## config.mk

```make
export PLATFORM = sky130hd
export DESIGN_NAME = sel_scan_sequencer
export DESIGN_NICKNAME = d
export VERILOG_FILES = /design/src/rtl/sel_scan_sequencer.sv
export SDC_FILE = /design/constraint.sdc
export NUM_CORES = 1
export LEC_CHECK = 0
export ABC_AREA = 0
export BUFFER_PORTS_ARGS = -buffer_cell sky130_fd_sc_hd__buf_2
export CORE_UTILIZATION = 35
export CTS_CLUSTER_DIAMETER = 60
export CTS_CLUSTER_SIZE = 10
export DETAILED_ROUTE_END_ITERATION = 10
export GPL_ROUTABILITY_DRIVEN = 0
export PLACE_DENSITY_LB_ADDON = 0.1
export SLEW_MARGIN = 20
export SYNTH_ARGS = -nofsm -noshare
export SYNTH_HDL_FRONTEND = slang
export SYNTH_SLANG_ARGS = --single-unit
```

## constraint.sdc

```tcl
create_clock -name clk -period 4.3 [get_ports clk]
set_clock_uncertainty 0.2 [all_clocks]
set_input_delay 0.86 -clock clk [delete_from_list [all_inputs] [get_ports clk]]
set_output_delay 0.86 -clock clk [all_outputs]
set_load 0.05 [all_outputs]
```

## src/rtl/sel_scan_sequencer.sv

```systemverilog
// Select-code sweep generator for a 2^SEL_W-output decoder: steps through every
// code up or down, holding each for dwell+1 cycles, in single-shot or continuous mode.
module sel_scan_sequencer #(
  parameter int unsigned SEL_W   = 3,
  parameter int unsigned DWELL_W = 8
) (
  input  logic               clk,
  input  logic               rst_n,
  input  logic               start,
  input  logic               stop,
  input  logic               mode_cont,
  input  logic               dir_down,
  input  logic [DWELL_W-1:0] dwell,
  output logic [SEL_W-1:0]   sel,
  output logic               sel_valid,
  output logic               busy,
  output logic               wrap,
  output logic               done
);

  typedef enum logic {
    IDLE,
    RUN
  } state_t;

  state_t             state_q, state_d;
  logic [SEL_W-1:0]   sel_q, sel_d;
  logic [DWELL_W-1:0] cnt_q, cnt_d;
  logic [DWELL_W-1:0] dwell_q, dwell_d;
  logic               cont_q, cont_d;
  logic               down_q, down_d;
  logic               wrap_q, wrap_d;
  logic               done_q, done_d;

  logic [SEL_W-1:0]   first_code;
  logic [SEL_W-1:0]   last_code;
  logic               dwell_end;

  // Endpoints of the sweep follow the direction captured at start.
  assign first_code = down_q ? '1 : '0;
  assign last_code  = down_q ? '0 : '1;
  assign dwell_end  = (cnt_q == dwell_q);

  always_ff @(posedge clk or negedge rst_n) begin
    if (!rst_n) begin
      state_q <= IDLE;
      sel_q   <= '0;
      cnt_q   <= '0;
      dwell_q <= '0;
      cont_q  <= 1'b0;
      down_q  <= 1'b0;
      wrap_q  <= 1'b0;
      done_q  <= 1'b0;
    end else begin
      state_q <= state_d;
      sel_q   <= sel_d;
      cnt_q   <= cnt_d;
      dwell_q <= dwell_d;
      cont_q  <= cont_d;
      down_q  <= down_d;
      wrap_q  <= wrap_d;
      done_q  <= done_d;
    end
  end

  always_comb begin
    state_d = state_q;
    sel_d   = sel_q;
    cnt_d   = cnt_q;
    dwell_d = dwell_q;
    cont_d  = cont_q;
    down_d  = down_q;
    wrap_d  = 1'b0;
    done_d  = 1'b0;

    unique case (state_q)
      IDLE: begin
        sel_d = '0;
        cnt_d = '0;
        // stop has priority over start so a simultaneous pair is a no-op.
        if (start && !stop) begin
          dwell_d = dwell;
          cont_d  = mode_cont;
          down_d  = dir_down;
          sel_d   = dir_down ? '1 : '0;
          state_d = RUN;
        end
      end

      RUN: begin
        if (stop) begin
          state_d = IDLE;
          sel_d   = '0;
          cnt_d   = '0;
        end else if (dwell_end) begin
          cnt_d = '0;
          if (sel_q == last_code) begin
            if (cont_q) begin
              sel_d  = first_code;
              wrap_d = 1'b1;
            end else begin
              state_d = IDLE;
              sel_d   = '0;
              done_d  = 1'b1;
            end
          end else begin
            sel_d = down_q ? (sel_q - SEL_W'(1)) : (sel_q + SEL_W'(1));
          end
        end else begin
          cnt_d = cnt_q + DWELL_W'(1);
        end
      end
    endcase
  end

  always_comb begin
    sel       = sel_q;
    sel_valid = (state_q == RUN);
    busy      = (state_q == RUN);
    wrap      = wrap_q;
    done      = done_q;
  end

endmodule

```

* Word level (Yosys, flattened, before mapping)
Index checks and enable logic that the tools add are counted.
** Storage, ports and cells
- Bits in registers :: 24
- Input port bits :: 14
- Output and inout port bits :: 7
- Word-level logic and storage cells :: 46
** Cells by class
- Add/subtract/negate cells :: 3
- Equal/unequal tests :: 3
- Mux-type cells :: 28
- Bitwise gates (word level) :: 1
- Reduce and logical (&&, ||, !) cells :: 3
** Operator list (number)
- 3-bit 2-to-1 mux :: 9
- 8-bit 2-to-1 mux :: 2
- 8-bit case mux with 2 select lines :: 1
- 1-bit 2-to-1 mux :: 14
- 8-bit by 1-bit adder with 8-bit output, second input constant :: 1
- 8-bit equality test :: 1
- 3-bit case mux with 2 select lines :: 1
- 3-bit by 1-bit adder with 3-bit output, second input constant :: 1
- 3-bit equality test :: 1
- 3-bit by 2-bit != test with 1-bit output, second input constant :: 1
- 3-bit by 1-bit subtractor with 3-bit output, second input constant :: 1
- 1-bit case mux with 2 select lines :: 1
- 2-bit AND reduction :: 1
- 1-bit logical AND :: 1
- 1-bit logical NOT :: 1
- 1-bit inverter :: 1

* Depth between registers and ports, before layout
- Word-level depth :: 6
- Depth in mapped cells :: 5
- Mapped depth without buffers :: 5

* Least setup slack after synthesis
Ideal clock, no wire load.
- Path type :: in2reg
- From :: input port stop
- To :: register dwell_q[0]
- Arrival :: 1.707 ns
- Data required time :: 3.975 ns
- Slack :: 2.268 ns
- Stages :: 3
- Buffers on the path :: 1
- Cell sequence :: nor3b_2 > buf_2 > mux2_2
** Between the ends
- Cells in the longest elaborated chain, start to end :: 3
** Ends and longest elaborated chain
- from (decl) :: RTL line 10 : input logic stop,
- 1-bit logical NOT :: RTL line 81 : if (start && !stop) begin
- 1-bit logical AND :: RTL line 81
- 2-bit AND reduction (no line)
- to (signal assigned) :: RTL line 58 : dwell_q <= dwell_d;
- to (decl) :: RTL line 29 : logic [DWELL_W-1:0] dwell_q, dwell_d;
No other way between the ends.
A chain may end at the register's enable or synchronous reset.

* Final worst setup path
- From :: input port stop
- To :: register sel_q[2] (netlist: sel[2])
** Between the ends
- Cells in the longest elaborated chain, start to end :: 4
- Elaborated cells on any way between the ends :: 6
- Classes of those cells :: 1 x eq/ne; 3 x mux; 2 x reduce/logical
** Ends and longest elaborated chain
- 1-bit logical NOT :: RTL line 81
- 1-bit logical AND :: RTL line 81
- 3-bit 2-to-1 mux :: RTL line 81
- 3-bit case mux with 2 select lines :: RTL line 76 : unique case (state_q)
- to (signal assigned) :: RTL line 56 : sel_q <= sel_d;
- to (decl) :: RTL line 27 : logic [SEL_W-1:0] sel_q, sel_d;
Several ways; a longest one is shown, not always the timed one.

==> flow_metrics.env <==
export IMPL_critPathCaptureType="register"
export IMPL_rsz0062_at_grt="no"
export IMPL_cts_buffers=3
export IMPL_p_sw_share_pct=30.5
export IMPL_slowest_stage="nor3b_2"
export IMPL_hold_viol_final=0
export IMPL_cts_hold_buf=0
export IMPL_critPathMaxStageDelay_ns=0.79
export IMPL_met3_usage_pct=2.77
export IMPL_async_flop_share_pct=100
export IMPL_crit_type="input port to register"
export IMPL_route_detailed_drc=0
export IMPL_dieArea_mm2=0.00369
export IMPL_synth_seq_area_share_pct=49.7
export IMPL_grt_first_pass_wirelength_um=3640
export IMPL_synthFlopType="dfrtp_1"
export IMPL_antenna_found_initial=0
export IMPL_drt_initial_drc_count=23
export IMPL_dp_hpwl_um=1560
export IMPL_synth_distinct_cells=31
export IMPL_port_buffers=20
export IMPL_post_cts_buffers=0
export IMPL_tightest_slew_ns=0.985
export IMPL_worstPathMaxFanout=14
export IMPL_crit_path_start_kind="input port"
export IMPL_ys_warn_count=0
export IMPL_totalWireLength_um=2170
export IMPL_hold_path_class="input port to async pin"
export IMPL_ys_seq_elements=24
export IMPL_grt_busiest_layer="met2"
export IMPL_htree_levels=1
export IMPL_clock_power_share_pct=28.3
export IMPL_vias=820
export IMPL_pwr_share_comb_pct=23.3
export IMPL_tns_ns=0
export IMPL_diodes=0
export IMPL_maxCapViolations=0
export IMPL_grtUsageTotal_pct=13.8
export IMPL_avgSynthCellArea_um2=11.8
export IMPL_grt_overflow_total=0
export IMPL_fin_area_mm2=0.00140
export IMPL_layout_drive_gt1_share_pct=30.9
export IMPL_critical_path_cell_chain="buf_2 -> nor3b_2 -> a32o_1 -> a31oi_1 -> o211ai_1"
export IMPL_cts_resized=0
export IMPL_post_place_ws_ns=1.68
export IMPL_p_leak_nw=0.642
export IMPL_wl_per_cell_um=13.0
export IMPL_syn_inst=102
export IMPL_syn_cell_area_mm2=0.00121
export IMPL_initial_core_util_pct=38.3
export IMPL_grt_max_degree=25
export IMPL_die_width_um=60.8
export IMPL_worstPathRequired_ns=4.35
export IMPL_timing_final_crit_share_pct=51.3
export IMPL_vdd_drop_max_mv=0.175
export IMPL_nFillCells=316
export IMPL_nets=141
export IMPL_cts_sinks=24
export IMPL_worst_slack_ns=2.10
export IMPL_coreArea_mm2=0.00315
export IMPL_first_pass_iters=4
export IMPL_fmax_mhz=454
export IMPL_period_needed_ns=2.20
export IMPL_synth_top_cells_by_count="dfrtp_1 (24), nor2_1 (10), xnor2_1 (10), mux2_2 (9)"
export IMPL_synthTopCellsByArea="dfrtp_1 (50%), mux2_2 (8.4%), xnor2_1 (7.2%)"
export IMPL_hold_slack_ns=0.294
export IMPL_area_delta_synth_final_pct=15.7
export IMPL_finalMaxSlewViolations=0
export IMPL_crit_family="simple AND/OR/NAND/NOR gates"
export IMPL_die_y_um=60.8
export IMPL_path_buf_inv=1
export IMPL_cts_tree="yes"
export IMPL_synthesis_nets=119
export IMPL_crit_arrival_ns=2.26
export IMPL_synth_edf_count=0
export IMPL_use_met2_pct=21.8
export IMPL_ios=21
export IMPL_status="completed"
export IMPL_setup_viol=0
export IMPL_internal_power_w=0.000409
export IMPL_num_rows=20
export IMPL_grt_pass1_vias=787
export IMPL_switchingPower_w=0.000180
export IMPL_cts_buffer_depth=2
export IMPL_clockRootBuffer="clkbuf_4"
export IMPL_synth_top_area_share_pct=49.7
export IMPL_reg2reg_slack_ns=2.28
export IMPL_power_density_mw_per_mm2=421
export IMPL_yosysTopAreaCell="dfrtp_1"
export IMPL_seqPwrFrac_pct=48.3
export IMPL_slew_headroom_pct=34.1
export IMPL_via_per_inst=4.91
export IMPL_grt_met1_usage_pct=17.8
export IMPL_insertion_delay_ns=0.32
export IMPL_ant_nets=0
export IMPL_post_dp_cell_area_mm2=0.00135
export IMPL_clkSlewWorstSetupHoldPaths_ns=0.14
export IMPL_synth_most_common_cell="dfrtp_1"
[worst paths after layout]
| kind | cells after the start | start | end |
|---|---|---|---|
| hold reg to reg | 1 | dwell_q[7] | dwell_q[7] |
| max in group asynchronous | 1 | rst_n | cnt_q[4] |
| min in group clk | 1 | dwell_q[7] | dwell_q[7] |
| hold / removal | 1 | rst_n | dwell_q[6] |
| setup reg to reg | 4 | busy | sel[2] |
| setup / recovery | 5 | stop | sel[2] |
[cells by family (layout without fill, tap and decap cells)]
group	count (synthesis)	in the layout	synth area share, %
and+or+nand+nor	33	33	16.5
DFF	24	24	49.7
xor gates and xnor gates	15	15	10.9
AOI/OAI and AO/OA	11	11	6.73
muxes	11	11	10.5
buffers and inverters	5	26	2.07
adders and majority gates	3	3	3.73
[power groups by stage]
stage	Sequential, W	Combinational, W	Clock, W
2_1_floorplan	0.000303	0.0000891	0
3_3_place_gp	0.000289	0.000136	0
3_5_place_dp	0.000290	0.000138	0
4_1_cts	0.000285	0.000139	0.000170
5_1_grt	0.000290	0.000152	0.000180
6_report	0.000285	0.000137	0.000167
[cell usage in the layout (no fill, tap or decap)]
cell type	instances
a21oi_1	1
a31oi_1	2
a32o_1	1
and2_1	1
and3_1	3
and3b_1	3
buf_2	20
bufinv_16	1
clkbuf_4	3
dfrtp_1	24
fa_1	1
ha_1	2
inv_1	2
mux2_2	9
mux2_4	1
mux2i_1	1
nand2_1	2
nand3_1	5
nand3b_1	1
nand4_1	1
nand4_2	2
nor2_1	10
nor2b_1	1
nor3_1	1
nor3b_1	2
nor3b_2	1
o211ai_1	2
o21a_1	1
o21ai_0	3
o21ai_4	1
xnor2_1	10
xor2_1	5
[routing by layer]
layer	vias to the layer above	routed length, µm
li1	398	-
met1	402	1080
met2	16	987
met3	4	75
met4	0	31
met5	-	0
[layout make-up]
class / instances / area, µm² / share of cell area (%)
Sequential cell: 24 / 601 / 42.9
Multi-Input combinational cell: 73 / 583 / 41.7
Timing Repair Buffer: 20 / 100 / 7.16
Tap cell: 44 / 55.1 / 3.94
Clock inverter: 1 / 30.0 / 2.15
Clock buffer: 3 / 22.5 / 1.61
Inverter: 2 / 7.51 / 0.537
[state kept, by name, indices dropped and copies added, names as in the netlist]
register	count
down_q	1
sel	3
dwell_q	8
wrap	1
done	1
busy	1
cont_q	1
cnt_q	8
[through the flow]
stage               cells  power [W]  util [%]
finish                167   0.000589      44.4
global route          167   0.000622      44.4
CTS                   167   0.000594      44.4
detailed placement    163   0.000428      42.7
global placement      163   0.000425      42.7
floorplan             102   0.000392         -
No activity file was read; power rests on OpenSTA's default activity.
